$ cat src/rtl/lfsr_histogram_binner_pkg.sv
`default_nettype none
// ============================================================================
//  Module      : histo_pkg
//  Description : Shared constants and helpers for the LFSR histogram binner:
//                bin geometry, record header and record packing.
//  Revision    : 1.0  initial release
// ============================================================================
package histo_pkg;

    localparam int          NUM_BINS   = 8;
    localparam int          BIN_W      = 3;
    localparam int          CNT_W      = 8;
    localparam logic [11:0] BIN_BASE   = 12'h020;
    localparam logic [11:0] BIN_STRIDE = 12'h020;
    localparam logic [3:0]  PKT_HDR    = 4'h0;
    localparam logic [CNT_W-1:0] CNT_MAX = 8'hFF;

    // Storage address of a bin; arithmetic deliberately wraps in 12 bits.
    function automatic logic [11:0] bin_addr(
        input logic [BIN_W-1:0] bin,
        input logic [11:0]      base   = BIN_BASE,
        input logic [11:0]      stride = BIN_STRIDE
    );
        logic [11:0] w_bin_ext;
        w_bin_ext = {{(12-BIN_W){1'b0}}, bin};
        return base + (w_bin_ext * stride);
    endfunction

    // Record layout: {header, count, storage address, raw sample}.
    function automatic logic [31:0] pack_record(
        input logic [CNT_W-1:0] count,
        input logic [11:0]      addr,
        input logic [7:0]       value
    );
        return {PKT_HDR, count, addr, value};
    endfunction

endpackage
`default_nettype wire

$ cat src/rtl/lfsr_histogram_binner_count_bank.sv
`default_nettype none
// ============================================================================
//  Module      : histo_count_bank
//  Description : Eight saturating 8-bit occurrence counters with sticky
//                per-bin overflow flags. Provides the post-increment count of
//                the addressed bin combinationally so the record can carry it
//                on the same edge the counter updates.
//  Ports       : aclk, aresetn     clock / async active-low reset
//                inc_en, inc_bin   increment request and target bin
//                clear             synchronous zero of all counters/flags
//                next_count        count inc_bin will hold after this edge
//                overflow          sticky per-bin saturation flags
//  Revision    : 1.0  initial release
// ============================================================================
module histo_count_bank
    import histo_pkg::*;
(
    input  logic                 aclk,
    input  logic                 aresetn,
    input  logic                 inc_en,
    input  logic [BIN_W-1:0]     inc_bin,
    input  logic                 clear,
    output logic [CNT_W-1:0]     next_count,
    output logic [NUM_BINS-1:0]  overflow
);

    logic [CNT_W-1:0] w_counts [NUM_BINS];
    logic [CNT_W-1:0] w_cur;

    generate
        for (genvar i = 0; i < NUM_BINS; i++) begin : g_bin
            logic             w_hit;
            logic [CNT_W-1:0] r_count;
            logic             r_ovf;

            // One-hot decode: each counter only looks at its own hit line.
            assign w_hit = inc_en && (inc_bin == BIN_W'(i));

            always_ff @(posedge aclk or negedge aresetn) begin
                if (!aresetn) begin
                    r_count <= '0;
                    r_ovf   <= 1'b0;
                end else if (clear) begin
                    // A sample arriving with clear counts as the first one.
                    r_count <= w_hit ? CNT_W'(1) : '0;
                    r_ovf   <= 1'b0;
                end else if (w_hit) begin
                    if (r_count == CNT_MAX) begin
                        r_ovf <= 1'b1;
                    end else begin
                        r_count <= r_count + CNT_W'(1);
                    end
                end
            end

            assign w_counts[i]  = r_count;
            assign overflow[i]  = r_ovf;
        end
    endgenerate

    assign w_cur = w_counts[inc_bin];

    always_comb begin
        next_count = w_cur + CNT_W'(1);
        if (clear) begin
            next_count = CNT_W'(1);
        end else if (w_cur == CNT_MAX) begin
            next_count = CNT_MAX;
        end
    end

endmodule
`default_nettype wire

$ cat src/rtl/lfsr_histogram_binner.sv
`default_nettype none
// ============================================================================
//  Module      : lfsr_histogram_binner
//  Description : Classifies 8-bit LFSR samples into 8 bins by their top three
//                bits, keeps saturating per-bin counts and emits one 32-bit
//                record {4'h0, count, addr, sample} per accepted sample.
//  Ports       : aclk, aresetn           clock / async active-low reset
//                s_axis_*                sample stream in (8-bit)
//                m_axis_*                record stream out (32-bit)
//                clear                   zero counts, overflow, sample_total
//                overflow                sticky per-bin saturation flags
//                sample_total            accepted-sample counter (wrapping)
//  Revision    : 1.0  initial release
// ============================================================================
module lfsr_histogram_binner #(
    parameter logic [11:0] BIN_BASE   = histo_pkg::BIN_BASE,
    parameter logic [11:0] BIN_STRIDE = histo_pkg::BIN_STRIDE
) (
    input  logic        aclk,
    input  logic        aresetn,
    input  logic [7:0]  s_axis_tdata,
    input  logic        s_axis_tvalid,
    output logic        s_axis_tready,
    output logic [31:0] m_axis_tdata,
    output logic        m_axis_tvalid,
    input  logic        m_axis_tready,
    input  logic        clear,
    output logic [7:0]  overflow,
    output logic [15:0] sample_total
);

    import histo_pkg::*;

    logic              w_slot_free;
    logic              w_accept;
    logic [BIN_W-1:0]  w_bin;
    logic [11:0]       w_addr;
    logic [CNT_W-1:0]  w_next_count;

    logic [31:0]       r_tdata;
    logic              r_tvalid;
    logic [15:0]       r_total;

    // One-deep output slot: a new sample may enter whenever the slot is empty
    // or is being drained on this same edge. The reset term only gates the
    // visible ready; internally the flops are held in reset anyway.
    assign w_slot_free   = !r_tvalid || m_axis_tready;
    assign w_accept      = s_axis_tvalid && w_slot_free;
    assign s_axis_tready = aresetn && w_slot_free;

    assign w_bin  = s_axis_tdata[7:5];
    assign w_addr = bin_addr(w_bin, BIN_BASE, BIN_STRIDE);

    histo_count_bank u_count_bank (
        .aclk       (aclk),
        .aresetn    (aresetn),
        .inc_en     (w_accept),
        .inc_bin    (w_bin),
        .clear      (clear),
        .next_count (w_next_count),
        .overflow   (overflow)
    );

    always_ff @(posedge aclk or negedge aresetn) begin
        if (!aresetn) begin
            r_tdata  <= '0;
            r_tvalid <= 1'b0;
        end else if (w_accept) begin
            r_tdata  <= pack_record(w_next_count, w_addr, s_axis_tdata);
            r_tvalid <= 1'b1;
        end else if (m_axis_tready) begin
            r_tvalid <= 1'b0;
        end
    end

    always_ff @(posedge aclk or negedge aresetn) begin
        if (!aresetn) begin
            r_total <= '0;
        end else if (clear) begin
            r_total <= w_accept ? 16'd1 : 16'd0;
        end else if (w_accept) begin
            r_total <= r_total + 16'd1;
        end
    end

    assign m_axis_tdata  = r_tdata;
    assign m_axis_tvalid = r_tvalid;
    assign sample_total  = r_total;

endmodule
`default_nettype wire

$ cat config.mk
export PLATFORM = sky130hd
export DESIGN_NAME = lfsr_histogram_binner
export DESIGN_NICKNAME = d
export VERILOG_FILES = /design/src/rtl/lfsr_histogram_binner_pkg.sv /design/src/rtl/lfsr_histogram_binner_count_bank.sv /design/src/rtl/lfsr_histogram_binner.sv
export SDC_FILE = /design/constraint.sdc
export NUM_CORES = 1
export LEC_CHECK = 0
export ABC_AREA = 0
export BUFFER_PORTS_ARGS = -buffer_cell sky130_fd_sc_hd__buf_2
export CAP_MARGIN = 20
export CORE_MARGIN = 2
export CORE_UTILIZATION = 50
export CTS_CLUSTER_SIZE = 40
export DETAILED_ROUTE_END_ITERATION = 7
export PLACE_DENSITY_LB_ADDON = 0.15
export SETUP_SLACK_MARGIN = 0.02
export SLEW_MARGIN = 15
export SYNTH_ARGS = -nofsm -noshare
export SYNTH_HDL_FRONTEND = slang
export SYNTH_HIERARCHICAL = 1
export SYNTH_SLANG_ARGS = --single-unit
$ cat constraint.sdc
create_clock -name aclk -period 5.5 [get_ports aclk]
set_input_delay 1.1 -clock aclk [delete_from_list [all_inputs] [get_ports aclk]]
set_output_delay 1.1 -clock aclk [all_outputs]
set_load 0.02 [all_outputs]
After elaboration in Yosys (flattened, before gate mapping)

Cells that the tools add are included.

Register bits after elaboration: 117
Bits in latches: 0
Bits in writable memories: 0
ROM bits: 0
Bits of input ports: 13
Output and inout port bits: 58
Word-level logic and storage cells: 169
Memories: 0

Add/sub/neg operators: 11
Multipliers: 0
Divide/modulo/power cells: 0
$lt $le $gt $ge: 1
Equality and inequality tests: 24
Shifts and indexed selects: 0
Multiplexer cells: 66
Bitwise logic cells: 1
Reductions and logical operators: 47

Operators with widths:

| kind                                                     | count |
|---|---|
| 2-to-1 mux 8 bit                                         | 28 |
| adder 8 x 1 -> 8 bit, second input constant              | 9 |
| == test 8 bit, second input constant                     | 9 |
| nonzero test 2 bit                                       | 18 |
| 2-to-1 mux 1 bit                                         | 35 |
| 2-to-1 mux 16 bit                                        | 2 |
| AND reduction 2 bit                                      | 16 |
| binary-select mux 8 bit (select 3 bit)                   | 1 |
| adder 16 x 1 -> 16 bit, second input constant            | 1 |
| inequality test 2 bit, second input constant             | 8 |
| == test 3 bit, second input constant                     | 4 |
| logical AND 1 bit                                        | 10 |
| adder 6 x 8 -> 9 bit, first input constant               | 1 |
| == test 3 x 2 -> 1 bit, second input constant            | 2 |
| greater-or-equal comparator 4 bit, second input constant | 1 |
| NOT 3 -> 4 bit                                           | 1 |
| == test 3 x 1 -> 1 bit, second input constant            | 1 |
| logical NOT 3 bit                                        | 1 |
| logical NOT 1 bit                                        | 1 |
| logical OR 1 bit                                         | 1 |

Logic depth before layout (Yosys ltp)

Gate-level depths: netlist (run 1).

Word-level depth: 7
Mapped depth: 11
Depth with buffers taken out: 10

Modules after synthesis

Netlist (run 1), hierarchy kept.

Modules (own cells, without submodules):

| module                | times used | cells an instance | area an instance (µm²) | sequential area each (µm²) |
|---|---|---|---|---|
| histo_count_bank      | 1          | 448               | 4,421.7                | 1,801.7 |
| lfsr_histogram_binner | 1          | 149               | 1,740.4                | 925.9 |

Worst setup path after synthesis (run 1)

No wires, ideal clock.

Path kind: in2reg
From: in m_axis_tready
To: reg u_count_bank.g_bin[0].r_count[5]
Setup time: 0.132 ns
Arrival time: 2.923 ns
Required time: 5.368 ns
Setup slack: 2.445 ns
Cell stages on the path: 10
Buffers on the path: 1
Cell sequence: or2b_4 -> nand2_2 -> buf_2 -> inv_1 -> or4b_1 -> a41oi_2 -> and3_1 -> nand4_1 -> xor2_1 -> nor2_1

Word-level cells in the longest chain between the ends: 5

RTL lines:

| what                          | RTL line                               | RTL |
|---|---|---|
| from (decl)                   | lfsr_histogram_binner.sv:26            | `input logic m_axis_tready,` |
| logical OR 1 bit              | lfsr_histogram_binner.sv:47            | `assign w_slot_free = !r_tvalid \|\| m_axis_tready;` |
| logical AND 1 bit             | lfsr_histogram_binner.sv:48            | `assign w_accept = s_axis_tvalid && w_slot_free;` |
| via w_accept                  | lfsr_histogram_binner.sv:35            | `logic w_accept;` |
| logical AND 1 bit             | lfsr_histogram_binner_count_bank.sv:37 | `assign w_hit = inc_en && (inc_bin == BIN_W'(i));` |
| nonzero test 2 bit (no line)  | -                                      |  |
| AND reduction 2 bit (no line) | -                                      |  |
| to (signal assigned)          | lfsr_histogram_binner_count_bank.sv:45 | `r_count <= w_hit ? CNT_W'(1) : '0;` |
| to (signal assigned)          | lfsr_histogram_binner_count_bank.sv:51 | `r_count <= r_count + CNT_W'(1);` |
| to (decl)                     | lfsr_histogram_binner_count_bank.sv:33 | `logic [CNT_W-1:0] r_count;` |

The timed path passes the listed nets, and every way through them passes these cells.
A chain may end at the register's enable or synchronous reset.

Worst setup path in the final report (run 1)

From: in s_axis_tdata[7]
To: reg r_tdata[27], in the netlist m_axis_tdata[27]

Word-level cells in the longest chain between the ends: 7
Elaborated cells between the ends (all ways): 8
Classes of those cells: 1 x add/sub; 1 x eq/ne; 5 x mux; 1 x bitwise

RTL lines:

| what                                                         | RTL line                                                                       | RTL |
|---|---|---|
| from (decl)                                                  | lfsr_histogram_binner.sv:21                                                    | `input logic [7:0] s_axis_tdata,` |
| NOT 3 -> 4 bit (implied by the code) (*)                     | lfsr_histogram_binner_count_bank.sv:61                                         | `assign w_cur = w_counts[inc_bin];` |
| binary-select mux 8 bit (select 3 bit) (*)                   | lfsr_histogram_binner_count_bank.sv:61                                         |  |
| 2-to-1 mux 8 bit (implied by the code) (*) (2 in a row)      | lfsr_histogram_binner_count_bank.sv:61                                         |  |
| adder 8 x 1 -> 8 bit / == test 8 bit (equally long branches) | lfsr_histogram_binner_count_bank.sv:64, lfsr_histogram_binner_count_bank.sv:67 |  |
| 2-to-1 mux 8 bit (*)                                         | lfsr_histogram_binner_count_bank.sv:67                                         | `end else if (w_cur == CNT_MAX) begin` |
| 2-to-1 mux 8 bit (*)                                         | lfsr_histogram_binner_count_bank.sv:65                                         | `if (clear) begin` |
| via w_next_count[7]                                          | lfsr_histogram_binner.sv:38                                                    | `logic [CNT_W-1:0] w_next_count;` |
| to (signal assigned)                                         | lfsr_histogram_binner.sv:69                                                    | `r_tdata <= pack_record(w_next_count, w_addr, s_axis_tdata);` |
| to (decl)                                                    | lfsr_histogram_binner.sv:40                                                    | `logic [31:0] r_tdata;` |

The timed path passes the listed nets; every way through them passes the cells marked *. The select of a mux whose other input is x is not followed.

==> flow_summary.toml, run 1 <==
[worst_setup_path]
r2r-start = "m_axis_tvalid$_DFFE_PN0P_"
end_kind = "register"
reg2reg_to = "u_count_bank/g_bin[0].r_count[5]$_DFFE_PN0P_"
reg2reg_slack_ns = 2.54
crit_required_ns = 5.73
worst-setup-path-type = "primary input to register"
path_max_fanout = 33
arrival_ns = 3.74
crit_chain = "buf_2 -> mux4_1 -> and2_1 -> a21oi_1 -> inv_1 -> ha_1 -> inv_1 -> o21ai_0 -> o211a_1 -> mux2_2"
path_common_cell = "inv_1"
endpoint = "m_axis_tdata[27]$_DFFE_PN0P_"
crit_path_max_incr_delay_ns = 0.63
start_kind = "primary input"
r2r_cells = 9
slowest_stage = "mux4_1"
cp-startpoint = "s_axis_tdata[7]"

[logic_synthesis]
syn_area_per_cell_sq_um = 10.3
synth_top_cell_by_area = "dfrtp_1"
synthTopCellsByArea = "dfrtp_1 (44%), xor2_1 (6.5%), nor2_1 (4.6%), mux4_1 (3.4%), mux2i_1 (3.2%)"
yosysTopAreaCellShare_pct = 44.3
ys_seq_elements = 109
synth.most_common_cell = "dfrtp_1"
ys_seq_area_share_pct = 44.3
ys.flop_type = "dfrtp_1"
synth_common_cells = "dfrtp_1 (109), nor2_1 (76), xor2_1 (46)"
syn_inst = 597
synth_enable_flop_cells = 0
synth_cell_type_count = 68
yosys_warnings = 6
synthArstFlopShare_pct = 100
syn_area_sq_um = 6160

[drt]
avgViaCountPerCell = 5.78
drtPass1Iterations = 5
drc = 0
route.vias.total = 4544
wl_um = 13000
drt_iter0_drc = 313
antenna_left = 0
wl_per_cell_um = 16.5

[final_layout]
stdcell_area_sq_um = 6680
area_delta_synth_final_pct = 8.35
final_util_pct = 55.6
layout-drive-gt1-share_pct = 17.6
nets = 660

[floorplanning]
io_pins = 71
die_area_sq_um = 13200
die_y_um = 115
core-area_sq_um = 12000
rows = 40
initial_utilization_pct = 51.3
die_w_um = 115

[global_routing]
antenna_found_initial = 1
overflow = 0
grt_usage_pct = 20.5
grt_pass1_wl_um = 21300
grt_pass1_vias = 4160
grt_max_degree = 103

[timing]
grt_setup_unrepaired = "false"
fin_ws_ns = 2.00
final_hold_viol_count = 0
worstMarginPinSlew_ns = 0.800
period_share_pct = 63.7
fin_hold_ws_ns = 0.475
final_max_slew_viol_count = 0
post-route-min-period_ns = 3.50
setup-violations-final = 0
fin_setup_tns_ns = 0
finalClockSkew_ns = 0.00928
relSlewSlack_pct = 46.7
max_freq_mhz = 286

[clock_network]
clock_sinks = 109
h-tree-depth = 3
cts_resized = 0
cts_buffer_depth = 2
postCtsHoldBufs = 0
post-cts-setup-buffers = 0
clk_latency_ns = 0.35
clkSlewWorstSetupHoldPaths_ns = 0.07
numCtsBuffers = 9
tritoncts = "done"
cts_root_buffer = "clkbuf_16"

[power]
powerDensity_nw_per_um2 = 253
p_leak_nw = 3.10
peakVddDrop_uv = 150
switching_share_pct = 25.8
combPwrFrac_pct = 12.1
internal_power_mw = 1.25
switching_power_mw = 0.437
clkPwrFrac_pct = 36.6
seqPwrFrac_pct = 51.3

[status]
status = "finished clean"

[min_path]
worst_hold_path_type = "register to register"

[place]
place_congestion = 0.863
place_ws_ns = 1.64
dp_hpwl_um = 8880
post_dp_cell_area_sq_um = 6400
io_buffers = 58

[flow_run]
drv_cap = 0
==> layout by cell type, fill, tap and decap left out, types with 3 or more instances in the layout <==
cell       count
a21oi_1       25
xor2_1        46
dfrtp_1      109
and3_1        11
buf_2         57
clkbuf_16      9
and2_1         5
mux2_2        17
xnor2_1       10
or3_1         10
nor2b_1        3
o21ai_0       25
conb_1        12
mux2i_1       20
mux4_1         8
and4_1        11
nand3_1       25
ha_1          11
inv_1         13
o2111a_1       3
nand4_1       24
nor2_1        76
nand2_1       40
nor3_1         3
==> worst max-delay path: cells and delay by family <==
family | cells | cell delay [ns]
adder cells (fa/ha/maj) | 1 | 0.18
multiplexers | 2 | 0.88
AND/OR/NAND/NOR | 1 | 0.16
AO/OA/AOI/OAI | 3 | 0.55
buffers and inverters | 3 | 0.84
==> cell families after synthesis <==
| logic type | Yosys count | synth area share, % |
|---|---|---|
| mux | 46 | 10.1 |
| xor+xnor | 56 | 7.96 |
| flops | 109 | 44.3 |
| buf+inv | 58 | 5.85 |
| fa+ha+maj | 11 | 2.23 |
| simple gates | 231 | 20.3 |
| other cells | 1 | 0.0609 |
| compound gates | 85 | 9.20 |
==> metal layers <==
| layer | part of all wire [%] | track usage (%) |
|---|---|---|
| met1 | 50 | 30.7 |
| met2 | 43 | 29.5 |
| met3 | 4.8 | 3.64 |
| met4 | 2.0 | 8.11 |
| met5 | 0 | 0 |
==> power by group through the flow <==
stage          Combinational (mW)  Clock, mW  Sequential, mW
2_1_floorplan               0.125          0           0.899
3_3_place_gp                0.202          0           0.880
3_5_place_dp                0.206          0           0.882
4_1_cts                     0.208      0.638           0.866
5_1_grt                     0.228      0.674           0.871
6_report                    0.205      0.619           0.867
==> cell type report <==
| cell class | instances | area (sq um) |
|---|---|---|
| multi-input combinational | 441 | 3120 |
| fill | 1063 | 5340 |
| sequential | 109 | 2730 |
| antenna | 1 | 2.50 |
| inverter | 15 | 56.3 |
| timing repair buffer | 60 | 320 |
| clock inverter | 2 | 37.5 |
| clock buffer | 11 | 233 |
| tap | 147 | 184 |
==> worst min-delay path by stage <==
stage | start | end | slack, ns | depth (start not counted)
CTS | m_axis_tdata[13]$_DFFE_PN0P_ | m_axis_tdata[13]$_DFFE_PN0P_ | 0.48 | 2
global route | m_axis_tdata[14]$_DFFE_PN0P_ | m_axis_tdata[14]$_DFFE_PN0P_ | 0.52 | 1
finish | m_axis_tdata[13]$_DFFE_PN0P_ | m_axis_tdata[13]$_DFFE_PN0P_ | 0.48 | 2
detailed placement | m_axis_tdata[13]$_DFFE_PN0P_ | m_axis_tdata[13]$_DFFE_PN0P_ | 0.47 | 2
global placement | m_axis_tdata[15]$_DFFE_PN0P_ | m_axis_tdata[15]$_DFFE_PN0P_ | 0.46 | 2
floorplan | u_count_bank/g_bin[0].r_ovf$_DFFE_PN0P_ | u_count_bank/g_bin[0].r_ovf$_DFFE_PN0P_ | 0.46 | 2
==> registers in the layout, indices dropped and copies added (netlist names) <==
| name | cells |
|---|---|
| m_axis_tdata | 20 |
| m_axis_tvalid | 1 |
| sample_total | 16 |
| u_count_bank/g_bin.r_count | 64 |
| u_count_bank/g_bin.r_ovf | 8 |
==> per-stage QoR <==
stage,instances,power (mW)
5_1_grt,785,1.77
2_1_floorplan,608,1.02
6_report,786,1.69
3_3_place_gp,772,1.08
3_5_place_dp,772,1.09
4_1_cts,785,1.71
Note: power is estimated with default switching activity, not from simulation.
==> run 2: changes to the inputs <==
clock period = 3.3 ns   (was 5.5 ns; I/O delays follow)
==> flow_summary.toml, run 2 (synthesis results as in run 1) <==
[final_layout]
final_cell_mix = "dfrtp_1 (109), nor2_1 (76), buf_2 (57)"
nFillCells = 1057
layout-drive-gt1-share_pct = 19.6
antennaDiodeCount = 0
multi_input_area_sq_um = 3120
nets = 671
largest_reg_flops = 64
final_common_cell = "dfrtp_1"
largest-register = "u_count_bank/g_bin.r_count"
area_delta_synth_final_pct = 10.9
seq_area_sq_um = 2730

[drt]
route.vias.total = 4629
drt_iter0_drc = 303
avgViaCountPerCell = 5.79
drc = 0
wl_um = 13500
drtPass1Iterations = 4
antenna_left = 0
wl_per_cell_um = 16.9

[timing]
post-route-min-period_ns = 2.76
final_max_slew_viol_count = 0
fin_ws_ns = 0.543
fin_setup_tns_ns = 0
final_hold_viol_count = 0
relSlewSlack_pct = 60.7
finalClockSkew_ns = 0.00897
max_freq_mhz = 363
worstMarginPinSlew_ns = 0.590
fin_hold_ws_ns = 0.159
setup-violations-final = 0
period_share_pct = 83.5
grt_setup_unrepaired = "false"

[worst_setup_path]
slowest_stage = "mux4_1"
path_common_cell = "inv_1"
crit_required_ns = 3.54
crit_family = "multiplexers"
end_kind = "register"
crit_path_max_incr_delay_ns = 0.60
crit_chain = "buf_2 -> mux4_1 -> and2_1 -> a21oi_1 -> inv_1 -> ha_1 -> inv_1 -> o21ai_0 -> o211a_1 -> mux2_2"
crit_buf_inv = 3
worst-setup-path-type = "primary input to register"
arrival_ns = 3.00
path_max_fanout = 14
start_kind = "primary input"

[clock_network]
cts_resized = 0
numCtsBuffers = 9
clkSlewWorstSetupHoldPaths_ns = 0.07
clock_sinks = 109
cts_root_buffer = "clkbuf_16"
tritoncts = "done"
cts_buffer_depth = 2
h-tree-depth = 3
postCtsHoldBufs = 0
post-cts-setup-buffers = 0
clk_latency_ns = 0.36

[power]
total_power_mw = 3.07
peakVddDrop_uv = 224
powerDensity_nw_per_um2 = 450
p_leak_nw = 3.19

[place]
place_congestion = 0.848
dp_hpwl_um = 9620
place_ws_ns = 0.194
io_buffers = 58

[global_routing]
grt_usage_pct = 21.8
overflow = 0
antenna_found_initial = 0
grt_max_degree = 48
grt_pass1_vias = 4409
grt_pass1_wl_um = 22500

[floorplanning]
die_area_sq_um = 13200
die_y_um = 115
rows = 40
core-area_sq_um = 12000
initial_utilization_pct = 51.3
io_pins = 71
die_w_um = 115

[min_path]
worst_hold_path_type = "primary input to asynchronous set/reset pin"

[flow_run]
drv_cap = 0

[status]
status = "finished clean"
## run 2: power breakdown
group / internal (mW) / total, mW / switching (mW)
combinational: 0.127 / 0.352 / 0.225
clock: 0.784 / 1.28 / 0.494
sequential: 1.39 / 1.44 / 0.0524
## run 2: final timing paths
path | start | endpoint | slack (ns) | cells after the start
hold / removal | aresetn | sample_total[5]$_DFFE_PN0P_ | 0.16 | 1
max in group asynchronous | aresetn | u_count_bank/g_bin[5].r_count[4]$_DFFE_PN0P_ | 2.28 | 2
setup reg to reg | m_axis_tvalid$_DFFE_PN0P_ | u_count_bank/g_bin[3].r_count[5]$_DFFE_PN0P_ | 0.79 | 9
hold reg to reg | m_axis_tdata[0]$_DFFE_PN0P_ | m_axis_tdata[0]$_DFFE_PN0P_ | 0.50 | 1
min in group aclk | m_axis_tdata[0]$_DFFE_PN0P_ | m_axis_tdata[0]$_DFFE_PN0P_ | 0.50 | 1
setup / recovery | s_axis_tdata[7] | m_axis_tdata[27]$_DFFE_PN0P_ | 0.54 | 10
## run 2: layout make-up
type                       count  share of cell area (%)
clock buffer                  11                    3.70
clock inverter                 5                    1.56
inverter                      15                   0.824
multi-input combinational    441                    45.6
sequential                   109                    39.9
tap                          147                    2.69
timing repair buffer          71                    5.71
## run 2: stage by stage
stage               instance area, sq um  util (%)  cells
floorplan                           6200         -    608
finish                              6830      56.9    799
detailed placement                  6470      53.9    783
global route                        6830      56.9    799
CTS                                 6830      56.9    799
global placement                    6470      53.9    783
## run 2: routing by layer
metal  routed length (um)  global-route usage (%)  vias up
met5                    0                       0        -
li1                     -                       -     2203
met4                  304                    9.08        0
met1                 6600                    32.1     2277
met3                  685                    3.37       18
met2                 5900                    32.3      131
